[config.mk]
export PLATFORM = sky130hd
export DESIGN_NAME = dqsw_lane_training_ctrl
export DESIGN_NICKNAME = d
export VERILOG_FILES = /design/src/rtl/dqsw_train_pkg.sv /design/src/rtl/dqsw_sample_accum.sv /design/src/rtl/dqsw_lane_training_ctrl.sv
export SDC_FILE = /design/constraint.sdc
export NUM_CORES = 1
export LEC_CHECK = 0
export BUFFER_PORTS_ARGS = -buffer_cell sky130_fd_sc_hd__buf_2
export CORE_MARGIN = 3
export CORE_UTILIZATION = 30
export CTS_CLUSTER_SIZE = 10
export DETAILED_ROUTE_END_ITERATION = 6
export HOLD_SLACK_MARGIN = 0.03
export SYNTH_ARGS = -nofsm -noshare
export SYNTH_HDL_FRONTEND = slang
export SYNTH_SLANG_ARGS = --single-unit
[constraint.sdc]
create_clock -name FAB_CLK -period 4.2 [get_ports FAB_CLK]
set_clock_uncertainty 0.2 [all_clocks]
set_input_delay 0.63 -clock FAB_CLK [delete_from_list [all_inputs] [get_ports FAB_CLK]]
set_output_delay 0.63 -clock FAB_CLK [all_outputs]
set_load 0.03 [all_outputs]
[src/rtl/dqsw_train_pkg.sv]
// rtl/dqsw_train_pkg.sv - shared types and helpers for DQSW write-levelling training
package dqsw_train_pkg;

    typedef enum logic [2:0] {
        ST_IDLE,
        ST_LOAD,
        ST_SETTLE,
        ST_SAMPLE,
        ST_EVAL,
        ST_STEP,
        ST_NEXT,
        ST_DONE
    } train_state_t;

    typedef enum logic [1:0] {
        PH_IDLE,
        PH_SETTLE,
        PH_SAMPLE
    } accum_phase_t;

    function automatic int tap_width(input int tap_max);
        return (tap_max < 1) ? 1 : $clog2(tap_max + 1);
    endfunction

endpackage

[src/rtl/dqsw_sample_accum.sv]
// rtl/dqsw_sample_accum.sv - settle wait then majority vote over a window of feedback samples
module dqsw_sample_accum
    import dqsw_train_pkg::*;
#(
    parameter int SETTLE_CYCLES = 8,
    parameter int SAMPLE_COUNT  = 4
) (
    input  logic clk,
    input  logic rst,
    input  logic start,
    input  logic feedback,
    output logic settle_last,
    output logic sample_last,
    output logic valid,
    output logic majority
);

    localparam int CNT_MAX = (SETTLE_CYCLES > SAMPLE_COUNT) ? SETTLE_CYCLES : SAMPLE_COUNT;
    localparam int CNT_W   = $clog2(CNT_MAX + 1);
    localparam int ONES_W  = $clog2(SAMPLE_COUNT + 1);
    localparam logic [CNT_W-1:0]  SETTLE_END = CNT_W'(SETTLE_CYCLES - 1);
    localparam logic [CNT_W-1:0]  SAMPLE_END = CNT_W'(SAMPLE_COUNT - 1);
    localparam logic [ONES_W:0]   HALF_REF   = (ONES_W + 1)'(SAMPLE_COUNT);

    accum_phase_t      phase_q;
    logic [CNT_W-1:0]  cnt_q;
    logic [ONES_W-1:0] ones_q;
    logic [ONES_W-1:0] ones_next;

    assign settle_last = (phase_q == PH_SETTLE) && (cnt_q == SETTLE_END);
    assign sample_last = (phase_q == PH_SAMPLE) && (cnt_q == SAMPLE_END);
    assign ones_next   = ones_q + ONES_W'(feedback);

    // Strict majority: 2*ones > SAMPLE_COUNT, so a tie counts as 0.
    always_ff @(posedge clk or posedge rst) begin
        if (rst) begin
            phase_q  <= PH_IDLE;
            cnt_q    <= '0;
            ones_q   <= '0;
            valid    <= 1'b0;
            majority <= 1'b0;
        end else begin
            valid <= 1'b0;
            if (start) begin
                phase_q <= PH_SETTLE;
                cnt_q   <= '0;
                ones_q  <= '0;
            end else begin
                case (phase_q)
                    PH_SETTLE: begin
                        if (settle_last) begin
                            phase_q <= PH_SAMPLE;
                            cnt_q   <= '0;
                        end else begin
                            cnt_q <= cnt_q + CNT_W'(1);
                        end
                    end
                    PH_SAMPLE: begin
                        ones_q <= ones_next;
                        if (sample_last) begin
                            phase_q  <= PH_IDLE;
                            valid    <= 1'b1;
                            majority <= ({ones_next, 1'b0} > HALF_REF);
                        end else begin
                            cnt_q <= cnt_q + CNT_W'(1);
                        end
                    end
                    default: phase_q <= PH_IDLE;
                endcase
            end
        end
    end

endmodule

[src/rtl/dqsw_lane_training_ctrl.sv]
// rtl/dqsw_lane_training_ctrl.sv - sequential per-lane DDR3 write-levelling sweep over DQSW IOD delay lines
module dqsw_lane_training_ctrl
    import dqsw_train_pkg::*;
#(
    parameter int NUM_LANES     = 4,
    parameter int TAP_MAX       = 127,
    parameter int SETTLE_CYCLES = 8,
    parameter int SAMPLE_COUNT  = 4,
    parameter int TAP_W         = tap_width(TAP_MAX)
) (
    input  logic                       FAB_CLK,
    input  logic                       ARST,
    input  logic                       START,
    input  logic [NUM_LANES-1:0]       LANE_MASK,
    input  logic [NUM_LANES-1:0]       WL_FEEDBACK,
    input  logic [NUM_LANES-1:0]       DELAY_LINE_OUT_OF_RANGE,
    output logic [NUM_LANES-1:0]       DELAY_LINE_MOVE,
    output logic [NUM_LANES-1:0]       DELAY_LINE_DIRECTION,
    output logic [NUM_LANES-1:0]       DELAY_LINE_LOAD,
    output logic                       BUSY,
    output logic                       TRAIN_DONE,
    output logic [NUM_LANES-1:0]       LANE_ERR,
    output logic [NUM_LANES*TAP_W-1:0] LANE_TAP
);

    localparam int LANE_W = $clog2(NUM_LANES + 1);
    localparam int SEL_W  = (NUM_LANES > 1) ? $clog2(NUM_LANES) : 1;
    localparam logic [TAP_W-1:0] TAP_LAST = TAP_W'(TAP_MAX);

    train_state_t      state_q, state_d;
    logic [LANE_W-1:0] lane_q;
    logic [SEL_W-1:0]  lane_sel;
    logic [TAP_W-1:0]  tap_q;
    logic              seen_zero_q;
    logic [NUM_LANES-1:0] mask_q;
    logic [NUM_LANES-1:0] err_q;
    logic [TAP_W-1:0]  tap_res_q [NUM_LANES];

    logic              found;
    logic [LANE_W-1:0] found_lane;
    logic              accept, lock, lock_err, mark_zero, step, accum_start;
    logic [TAP_W-1:0]  lock_tap;
    logic              fb_sel, oor_sel;
    logic              settle_last, sample_last, accum_valid, majority;

    assign lane_sel = lane_q[SEL_W-1:0];
    assign fb_sel   = WL_FEEDBACK[lane_sel];
    assign oor_sel  = DELAY_LINE_OUT_OF_RANGE[lane_sel];
    assign LANE_ERR = err_q;

    for (genvar g = 0; g < NUM_LANES; g++) begin : g_tap_out
        assign LANE_TAP[g*TAP_W +: TAP_W] = tap_res_q[g];
    end

    dqsw_sample_accum #(
        .SETTLE_CYCLES(SETTLE_CYCLES),
        .SAMPLE_COUNT (SAMPLE_COUNT)
    ) u_accum (
        .clk        (FAB_CLK),
        .rst        (ARST),
        .start      (accum_start),
        .feedback   (fb_sel),
        .settle_last(settle_last),
        .sample_last(sample_last),
        .valid      (accum_valid),
        .majority   (majority)
    );

    // Lowest unmasked lane at or above the current index; descending loop lets the lowest win.
    always_comb begin
        found      = 1'b0;
        found_lane = '0;
        for (int i = NUM_LANES - 1; i >= 0; i--) begin
            if (!mask_q[i] && (LANE_W'(i) >= lane_q)) begin
                found      = 1'b1;
                found_lane = LANE_W'(i);
            end
        end
    end

    always_comb begin
        state_d              = state_q;
        accept               = 1'b0;
        lock                 = 1'b0;
        lock_err             = 1'b0;
        lock_tap             = tap_q;
        mark_zero            = 1'b0;
        step                 = 1'b0;
        accum_start          = 1'b0;
        DELAY_LINE_MOVE      = '0;
        DELAY_LINE_DIRECTION = '0;
        DELAY_LINE_LOAD      = '0;
        BUSY                 = 1'b0;
        TRAIN_DONE           = 1'b0;
        case (state_q)
            ST_IDLE: begin
                if (START) begin
                    accept  = 1'b1;
                    state_d = ST_NEXT;
                end
            end
            ST_NEXT: begin
                BUSY    = 1'b1;
                state_d = found ? ST_LOAD : ST_DONE;
            end
            ST_LOAD: begin
                BUSY                      = 1'b1;
                DELAY_LINE_LOAD[lane_sel] = 1'b1;
                accum_start               = 1'b1;
                state_d                   = ST_SETTLE;
            end
            ST_SETTLE: begin
                BUSY = 1'b1;
                if (settle_last) state_d = ST_SAMPLE;
            end
            ST_SAMPLE: begin
                BUSY = 1'b1;
                if (sample_last) state_d = ST_EVAL;
            end
            ST_EVAL: begin
                BUSY = 1'b1;
                if (accum_valid) begin
                    if (oor_sel) begin
                        lock     = 1'b1;
                        lock_err = 1'b1;
                        state_d  = ST_NEXT;
                    end else if (majority && seen_zero_q) begin
                        lock    = 1'b1;
                        state_d = ST_NEXT;
                    end else begin
                        // A high reading before any low one is not an edge; keep sweeping.
                        mark_zero = !majority;
                        if (tap_q == TAP_LAST) begin
                            lock     = 1'b1;
                            lock_err = 1'b1;
                            lock_tap = TAP_LAST;
                            state_d  = ST_NEXT;
                        end else begin
                            state_d = ST_STEP;
                        end
                    end
                end
            end
            ST_STEP: begin
                BUSY                           = 1'b1;
                DELAY_LINE_MOVE[lane_sel]      = 1'b1;
                DELAY_LINE_DIRECTION[lane_sel] = 1'b1;
                accum_start                    = 1'b1;
                step                           = 1'b1;
                state_d                        = ST_SETTLE;
            end
            ST_DONE: begin
                TRAIN_DONE = 1'b1;
                state_d    = ST_IDLE;
            end
            default: state_d = ST_IDLE;
        endcase
    end

    always_ff @(posedge FAB_CLK or posedge ARST) begin
        if (ARST) begin
            state_q     <= ST_IDLE;
            lane_q      <= '0;
            tap_q       <= '0;
            seen_zero_q <= 1'b0;
            mask_q      <= '0;
            err_q       <= '0;
            for (int i = 0; i < NUM_LANES; i++) tap_res_q[i] <= '0;
        end else begin
            state_q <= state_d;
            if (accept) begin
                mask_q <= LANE_MASK;
                err_q  <= '0;
                lane_q <= '0;
                for (int i = 0; i < NUM_LANES; i++) tap_res_q[i] <= '0;
            end
            if ((state_q == ST_NEXT) && found) lane_q <= found_lane;
            if (state_q == ST_LOAD) begin
                tap_q       <= '0;
                seen_zero_q <= 1'b0;
            end
            if (step) tap_q <= tap_q + TAP_W'(1);
            if (mark_zero) seen_zero_q <= 1'b1;
            if (lock) begin
                err_q[lane_sel]     <= lock_err;
                tap_res_q[lane_sel] <= lock_tap;
                lane_q              <= lane_q + LANE_W'(1);
            end
        end
    end

endmodule

==> results of run 1 <==
## path summary, 6_finish.rpt
kind                                                end  cells after the start  slack (ns)                    from
max in group asynchronous        LANE_TAP[15]$_DFF_PP0_                      3        2.75                    ARST
min in group FAB_CLK             LANE_TAP[17]$_DFF_PP0_                      2        0.31  LANE_TAP[17]$_DFF_PP0_
setup / recovery                DELAY_LINE_DIRECTION[0]                      5        1.07  state_q[0]$_DFFE_PP0P_
hold reg to reg                  LANE_TAP[17]$_DFF_PP0_                      2        0.31  LANE_TAP[17]$_DFF_PP0_
setup reg to reg                  LANE_ERR[3]$_DFF_PP0_                      5        1.11  state_q[2]$_DFFE_PP0P_
hold / removal             u_accum.cnt_q[2]$_DFFE_PP0P_                      2        0.21                    ARST
## flip-flops by register name, summed over array words and instances, names as in the netlist
name / cells
LANE_ERR: 4
LANE_TAP: 28
lane_q: 3
mask_q: 4
seen_zero_q: 1
state_q: 3
tap_q: 7
u_accum.cnt_q: 4
u_accum.majority: 1
u_accum.ones_q: 3
u_accum.phase_q: 2
u_accum.valid: 1
## kinds of logic after synthesis
logic type               after synthesis  synth area share
AND/OR/NAND/NOR                      137            0.1994
AO/OA/AOI/OAI                         68            0.1368
flip-flops                            61            0.4896
buffers and inverters                 33           0.04695
multiplexers                          23           0.08386
adder cells (fa/ha/maj)                8           0.03210
XOR/XNOR                               4           0.01124
## per-stage QoR
stage                     cell area, sq um  std cells
after floorplan                       3118        334
after global placement                3487        505
after detailed placement              3487        505
after CTS                             3667        520
after global routing                  3667        520
final                                 3667        520
## layer usage
metal  track usage  up-vias
li1              -     1245
met3       0.04119        5
met5             0        -
met2        0.2074       62
met1        0.1974     1214
met4       0.03787        0
## power by group
group	switching, W	internal (W)
sequential	0.000159	0.000683
combinational	0.000310	0.000242
clock	0.000232	0.000268
total	0.000701	0.00119
## area by class of cell
type                            instances  area, sq um
Tap cell                              133        166.4
Timing Repair Buffer                   62        315.3
Multi-Input combinational cell        240         1445
Inverter                                9        33.78
Sequential cell                        61         1526
Fill cell                            1018         6287
Clock buffer                           10        127.6
Clock inverter                          5        52.55
## cell usage in the layout (no fill, tap or decap), drive strengths merged, types with 3 or more instances in the layout
| master | netlist | final |
|---|---|---|
| xor2 | 3 | 3 |
| a21oi | 8 | 8 |
| mux2 | 5 | 5 |
| nor2 | 21 | 21 |
| a21o | 4 | 4 |
| buf | 11 | 62 |
| nand2b | 7 | 7 |
| and2 | 5 | 5 |
| a22o | 3 | 3 |
| and3 | 3 | 3 |
| mux2i | 16 | 16 |
| o21ai | 35 | 35 |
| clkbuf | 13 | 10 |
| nand4 | 3 | 3 |
| nand3 | 6 | 6 |
| o211ai | 4 | 4 |
| dfrtp | 61 | 61 |
| inv | 9 | 9 |
| nor4bb | 3 | 3 |
| nand2 | 75 | 75 |
| clkinv | 0 | 3 |
| nor3 | 5 | 5 |
| nor2b | 5 | 5 |
| ha | 8 | 8 |
==> out/metrics.yaml, run 1 <==
synth_cell_type_count: 43
layout-drive-gt1-share: 0.2248
synth_edf_count: 0
first_pass_iters: 4
hold_violations: 0
slew-limit-headroom: 0.3388
drc: 0
postCtsSetupBuffers: 0
antenna_cells: 0
synth_area_leaders: "dfrtp_1, nand2_1, mux2i_1"
worst_pin_slew_ns: 0.9882
clock_path_buffers: 2
worstSetupPathType: "flop to primary output"
hp-class: "input pin to asynchronous set/reset pin"
cts_sinks: 61
crit_fanout: 12
ant_nets: 0
cts_repair_resize_count: 0
cpMostUsedCell: "nor2_1"
start_kind: "flop"
die_w_microns: 107.9
synth_top_cells_by_count: "nand2_1, dfrtp_1, nor2_1"
synth.yosys.warnings: 0
yosysMostFrequentCell: "nand2_1"
required_ns: 3.37
ys.flop_type: "dfrtp_1"
totalWireLength_microns: 7611
avgSynthCellArea_sq_um: 9.335
grt_use_total: 0.1392
synth-seq-cells: 61
fin_ws_ns: 1.075
period_minus_slack_ns: 3.125
htreeDepth: 3
cts_tree: "yes"
die_h_microns: 107.9
wl_met1_microns: 3757
max_stage_delay_ns: 0.56
grt_pass1_wl_microns: 12720
holdWs_ns: 0.2072
synth_seq_area_share: 0.4896
critPathTopFamily: "simple AND/OR/NAND/NOR gates"
route.met2.wl_microns: 3320
initial_core_util: 0.3132
io_buffers: 60
fin_util: 0.3684
path_buf_inv: 2
num_io_pins: 61
cts_made_buffers: 9
placementRows: 36
fin_crit_sh: 0.7441
p_leak_nw: 1.769
ys_async_sr_fraction: 1.000
dr.max_layer_used: "met4"
vias_per_cell: 4.858
hold_buffers: 0
setup_viol_count_final: 0
syn_area_sq_um: 3118
hpwl_microns: 5429
grt_start_max_net_pins: 35
pre_cts_slack_ns: 1.181
grt_remaining_overflow: 0
drtIter0Drc: 161
yosysTopAreaCellShare: 0.4896
rsz0062_at_grt: "no"
wl_met3_microns: 473
worstSkewPairLatency_ns: 0.34
core_sq_um: 9955
grt_pass1_vias: 2456
power_w: 0.001894
num_vias: 2526
synthCells: 334
cp.arrival_ns: 2.30
cts_root_buf: "clkbuf_8"
syn-num-nets: 357
maxSlewViolCount: 0
synth_top_cell_by_area: "dfrtp_1"
die-area_sq_um: 11650
ir_drop_mv: 0.2446
wl_per_cell_microns: 14.64
cpMaxStageDelayCell: "nor2_1"
area_delta_synth_final_pct: 17.62
clkTransAtPathRegs_ns: 0.07
cap_violations: 0
outcome: "finished, final reports clean"
antenna_found_initial: 0
setup-tns-final_ns: 0
nets: 406
crit_path_end_kind: "primary output"
fmax_mhz: 320.0
place_congestion: 0.8288
p_per_area_nw_per_um2: 516.5
crit_chain: "inv_1, nor2_1, nand2_1, nor2_1, buf_2"
Power figures use the tool's default switching activity.
==> run 2: changes to the inputs <==
Settings changed: ABC_AREA from default to 1.
Clock period 4.2 ns to 3.3 ns, I/O delays scaled along.
==> out/metrics.yaml, run 2 <==
p_comb_frac: 0.298  # +0.006
maxSlewViolCount: 0  # unchanged
syn_area_sq_um: 3207  # +2.8%
clkPwrFrac: 0.303  # +0.039
num_vias: 2745  # +8.7%
wl_per_cell_microns: 13.17  # -10%
htreeDepth: 3  # unchanged
setup-tns-final_ns: 0  # unchanged
holdPathStages: 2
first_pass_iters: 5  # +1
synth_cell_type_count: 35  # -19%
crit_fanout: 18  # +6
die_w_microns: 109.4  # +1.3%
yosysMostFrequentCell: "nand2_1"
start_kind: "flop"
layout-drive-gt1-share: 0.2195  # -0.005294
synth_seq_area_share: 0.4760  # -0.01356
ir_drop_mv: 0.2315  # -5.4%
synth.yosys.warnings: 0  # unchanged
avgSynthCellArea_sq_um: 8.244  # -12%
p_per_area_nw_per_um2: 643.5  # +25%
p_int_w: 0.001548  # +30%
worstSetupPathType: "flop to primary output"
cts_root_buf: "clkbuf_8"
ys.flop_type: "dfrtp_1"
grt_remaining_overflow: 0  # unchanged
core_sq_um: 10370  # +4.2%
totalWireLength_microns: 7728  # +1.5%
drc: 0  # unchanged
hold_violations: 0  # unchanged
synthCells: 389  # +16%
fin_crit_sh: 0.8153
synth_area_leaders: "dfrtp_1, nand2_1, nor2_1"
crit_path_end_kind: "primary output"
ff2ff_path_depth: 9  # +4
worstSkewPairLatency_ns: 0.33  # about the same
p_seq_frac: 0.399  # -0.046
synth_top_cell_by_area: "dfrtp_1"
yosysTopAreaCellShare: 0.4760  # -0.01356
clock_path_buffers: 2  # unchanged
antenna_found_initial: 0  # unchanged
hp-class: "input pin to flop"
syn-num-nets: 412  # +15%
cts_made_buffers: 9  # unchanged
slew-limit-headroom: 0.6574  # +0.3186
placementRows: 37  # +2.8%
synth-seq-cells: 61  # unchanged
p_switching_w: 0.0009025  # +29%
grt_start_max_net_pins: 41  # +17%
required_ns: 2.60  # -0.77 ns
cts_tree: "yes"
num_io_pins: 61  # unchanged
io_buffers: 60  # unchanged
reg2reg_to: "lane_q[2]$_DFFE_PP0P_"
initial_core_util: 0.3092  # -0.003980
fmax_mhz: 371.7
postCtsSetupBuffers: 0  # unchanged
ys_async_sr_fraction: 1.000  # unchanged
final_cells: 587  # +13%
cp.arrival_ns: 2.00  # -0.30 ns
outcome: "finished, final reports clean"
period_minus_slack_ns: 2.691
reg2reg_slack_ns: 1.06  # -0.05 ns
grt_pass1_vias: 2620  # +6.7%
layout_commonest_cell: "nand2_1"
switching_share: 0.3682  # -0.001744
cap_violations: 0  # unchanged
r2r-start: "lane_q[0]$_DFFE_PP0P_"
antenna_cells: 0  # unchanged
rsz0062_at_grt: "no"
largest_reg_flops: 28  # unchanged
multi_input_area_sq_um: 1431  # -0.95%
area_delta_synth_final_pct: 18.77
fillCellCount: 1109  # +8.9%
ant_nets: 0  # unchanged
grt_use_total: 0.1368  # -0.002360
setup_viol_count_final: 0  # unchanged
synth_top_cells_by_count: "nand2_1, dfrtp_1, nor2_1"
dp.cells: 570  # +13%
final_cell_mix: "nand2_1, dfrtp_1, buf_2"
drtIter0Drc: 182  # +13%
hp-start: "LANE_MASK[0]"
die_h_microns: 109.4  # +1.3%
grt_pass1_wl_microns: 12650  # -0.60%
p_leak_nw: 2.022  # +14%
cts_sinks: 61  # unchanged
die-area_sq_um: 11970  # +2.7%
nets: 469  # +16%
seq_area_sq_um: 1526  # unchanged
place_congestion: 0.8113  # -2.1%
worst_pin_slew_ns: 0.5139  # -0.4743 ns
synth_edf_count: 0  # unchanged
vias_per_cell: 4.676  # -3.7%
hold_end: "mask_q[0]$_DFFE_PP0P_"
clkTransAtPathRegs_ns: 0.07  # about the same
hpwl_microns: 5702  # +5.0%
==> run 2: how the worst max path moves through the flow <==
| stage | from | end | depth (start not counted) |
|---|---|---|---|
| 2_1_floorplan | lane_q[0]$_DFFE_PP0P_ | DELAY_LINE_MOVE[2] | 6 |
| 3_3_place_gp | state_q[0]$_DFFE_PP0P_ | DELAY_LINE_LOAD[3] | 7 |
| 3_5_place_dp | state_q[0]$_DFFE_PP0P_ | DELAY_LINE_LOAD[3] | 7 |
| 4_1_cts | state_q[0]$_DFFE_PP0P_ | DELAY_LINE_LOAD[3] | 7 |
| 5_1_grt | state_q[0]$_DFFE_PP0P_ | DELAY_LINE_LOAD[3] | 7 |
| 6_report | state_q[0]$_DFFE_PP0P_ | DELAY_LINE_LOAD[3] | 7 |
==> run 2: kinds of logic after synthesis <==
logic type,Yosys count,synth area share
compound gates,62,0.1046
simple gates,200,0.2926
fa+ha+maj,8,0.03121
mux,2,0.007023
buf+inv,52,0.07764
flops,61,0.4760
xor+xnor,4,0.01093
==> run 2: cell type report <==
type | count | area share
flip-flops and latches | 61 | 0.4008
multi-input cells | 276 | 0.3758
repair buffers | 63 | 0.08541
well taps | 136 | 0.04468
clock buffers | 10 | 0.03614
inverters | 35 | 0.03449
clock inverters | 6 | 0.02267
==> run 2: metrics by stage <==
step                  util  power (W)  setup slack (ns)  hold slack [ns]  instance area (sq um)
floorplan                -   0.001546            0.9776           0.2631                   3207
detailed placement  0.3447   0.001727            0.9775           0.2885                   3575
CTS                 0.3673   0.002484            0.5953           0.1530                   3809
finish              0.3673   0.002451            0.6095           0.1738                   3809
global placement    0.3447   0.001710             1.068           0.2734                   3575
global route        0.3673   0.002642            0.4362           0.1610                   3809
==> run 2: layer usage <==
layer / vias to the layer above / global-route usage / part of all wire / wire [microns]
met2: 81 / 0.2236 / 0.47 / 3617
met3: 9 / 0.03699 / 0.072 / 553
li1: 1368 / - / - / -
met1: 1287 / 0.1718 / 0.45 / 3474
met5: - / 0 / 0 / 0
met4: 0 / 0.05343 / 0.011 / 82
==> run 2: what timing repair did <==
action / 4_1_cts / 5_1_grt
hold endpoints to repair: 21 / 0
hold buffers: 1 / 0
resized for setup: 0 / 0
==> run 2: critical path: stages (launching register included) <==
cell,delay (ns)
dfrtp_1,0.43
inv_1,0.09
nor2_2,0.19
inv_2,0.17
nor2_1,0.21
inv_1,0.15
nor2_1,0.20
buf_2,0.24
==> run 2: power groups by stage <==
stage | clock (W) | combinational [W] | sequential [W]
after floorplan | 0 | 0.000575 | 0.000971
after global placement | 0 | 0.000723 | 0.000987
after detailed placement | 0 | 0.000736 | 0.000991
after CTS | 0.000766 | 0.000740 | 0.000977
after global routing | 0.000799 | 0.000847 | 0.000996
final | 0.000744 | 0.000730 | 0.000977
==> run 3: changes to the inputs <==
Settings changed: ABC_AREA 1 to 0.
Clock period 3.3 ns to 2.4 ns, I/O delays scaled along.
==> out/metrics.yaml, run 3 (synthesized netlist as in run 1, its figures left out) <==
crit_path_end_kind: "flop"
antenna_cells: 0  # unchanged
cpMaxStageDelayCell: "mux4_2"
hold_end: "mask_q[0]$_DFFE_PP0P_"
layout_commonest_cell: "nand2_1"
cts_root_buf: "clkbuf_8"
final_cells: 537  # -8.5%
ant_nets: 0  # unchanged
cts_made_buffers: 9  # unchanged
path_buf_inv: 0  # -4
io_buffers: 60  # unchanged
hp-start: "LANE_MASK[0]"
dp.cells: 520  # -8.8%
hpwl_microns: 5791  # +1.6%
crit_fanout: 7  # -11
wl_per_cell_microns: 14.64  # +11%
antenna_found_initial: 0  # unchanged
fin_util: 0.3896  # +0.02237
clkTransAtPathRegs_ns: 0.07  # about the same
grt_pass1_wl_microns: 13300  # +5.1%
area_delta_synth_final_pct: 24.40
die-area_sq_um: 11650  # -2.6%
r2r-start: "lane_q[0]$_DFFE_PP0P_"
htreeDepth: 3  # unchanged
drtIter0Drc: 155  # -15%
worst_pin_slew_ns: 0.5968  # +0.08284 ns
clock_path_buffers: 2  # unchanged
cts_sinks: 61  # unchanged
final_cell_mix: "nand2_1, dfrtp_1, buf_2"
outcome: "finished, final reports clean"
holdWs_ns: 0.05926  # -0.1145 ns
hold_violations: 0  # unchanged
setup_viol_count_final: 0  # unchanged
place_congestion: 0.8781  # +8.2%
grt_pass1_vias: 2652  # +1.2%
core_sq_um: 9955  # -4.0%
maxSlewViolCount: 0  # unchanged
num_vias: 2562  # -6.7%
max_stage_delay_ns: 0.60  # +0.17 ns
ff2ff_path_depth: 5  # -4
start_kind: "flop"
required_ns: 2.45  # -0.15 ns
placementRows: 36  # -2.7%
holdPathStages: 2  # unchanged
reg2reg_to: "lane_q[1]$_DFFE_PP0P_"
totalWireLength_microns: 7863  # +1.7%
power_w: 0.003661  # +49%
cp.arrival_ns: 2.27  # +0.27 ns
worstSetupPathType: "flop to flop"
drc: 0  # unchanged
grt_remaining_overflow: 0  # unchanged
grt_start_max_net_pins: 43  # +4.9%
ir_drop_mv: 0.4370  # +89%
layout-drive-gt1-share: 0.2748  # +0.05524
largest_reg_flops: 28  # unchanged
rsz0062_at_grt: "no"
p_leak_nw: 1.879  # -7.1%
reg2reg_slack_ns: 0.17  # -0.89 ns
first_pass_iters: 4  # -1
cap_violations: 0  # unchanged
fmax_mhz: 449.2
initial_core_util: 0.3132  # +0.003980
slew-limit-headroom: 0.6017  # -0.05565
cts_tree: "yes"
die_h_microns: 107.9  # -1.3%
nets: 422  # -10%
worstSkewPairLatency_ns: 0.33  # about the same
critPathTopFamily: "compound AO/OA/AOI/OAI gates"
die_w_microns: 107.9  # -1.3%
hp-class: "input pin to flop"
vias_per_cell: 4.771  # +2.0%
crit_chain: "mux4_2, a221oi_4, nand2b_1, o211ai_1, a31oi_1"
setup-tns-final_ns: 0  # unchanged
grt_use_total: 0.1443  # +0.007511
p_per_area_nw_per_um2: 943.8  # +47%
fin_crit_sh: 0.9276
num_io_pins: 61  # unchanged
period_minus_slack_ns: 2.226
[run 3: stage by stage]
step	setup slack, ns	cell area [sq um]
CTS	0.01792	3861
global placement	0.1679	3612
finish	0.1738	3879
detailed placement	0.06862	3612
global route	0.02608	3879
floorplan	-0.08369	3118
[run 3: worst max-delay path by stage]
| stage | depth (start not counted) | end | slack, ns | from |
|---|---|---|---|---|
| after floorplan | 6 | DELAY_LINE_MOVE[2] | -0.08 | state_q[0]$_DFFE_PP0P_ |
| after global placement | 5 | LANE_ERR[3]$_DFF_PP0_ | 0.17 | lane_q[0]$_DFFE_PP0P_ |
| after detailed placement | 5 | LANE_ERR[1]$_DFF_PP0_ | 0.07 | tap_q[0]$_DFFE_PP0N_ |
| after CTS | 6 | DELAY_LINE_MOVE[2] | 0.02 | state_q[0]$_DFFE_PP0P_ |
| after global routing | 5 | LANE_ERR[3]$_DFF_PP0_ | 0.03 | lane_q[0]$_DFFE_PP0P_ |
| final | 5 | lane_q[1]$_DFFE_PP0P_ | 0.17 | lane_q[0]$_DFFE_PP0P_ |
[run 3: layer usage]
| metal | vias to the layer above | GRT usage | part of all wire |
|---|---|---|---|
| met5 | - | 0 | 0 |
| met4 | 0 | 0.04779 | 0.016 |
| met3 | 13 | 0.03761 | 0.063 |
| met2 | 79 | 0.2194 | 0.43 |
| met1 | 1207 | 0.2008 | 0.49 |
| li1 | 1263 | - | - |
[run 3: timing repair]
| item | CTS | global route |
|---|---|---|
| endpoints found under the setup margin | 0 | 37 |
| buffers inserted | 0 | 0 |
| resized for setup | 0 | 8 |
| hold buffers | 1 | 0 |
| endpoints found under the hold margin | 19 | 0 |
[run 3: layout make-up]
cell class              instances  area (sq um)
inverters                       9         33.78
flip-flops and latches         61          1526
repair buffers                 78         450.4
clock inverters                 6         111.4
fillers                      1008          6076
multi-input cells             240          1463
well taps                     133         166.4
clock buffers                  10         127.6
[run 3: where the power goes]
group          switching (W)  internal, W  total (W)  leakage (nW)
registers           0.000192      0.00120    0.00139         0.817
logic               0.000676     0.000491    0.00117         0.945
clock network       0.000414     0.000690    0.00110         0.116
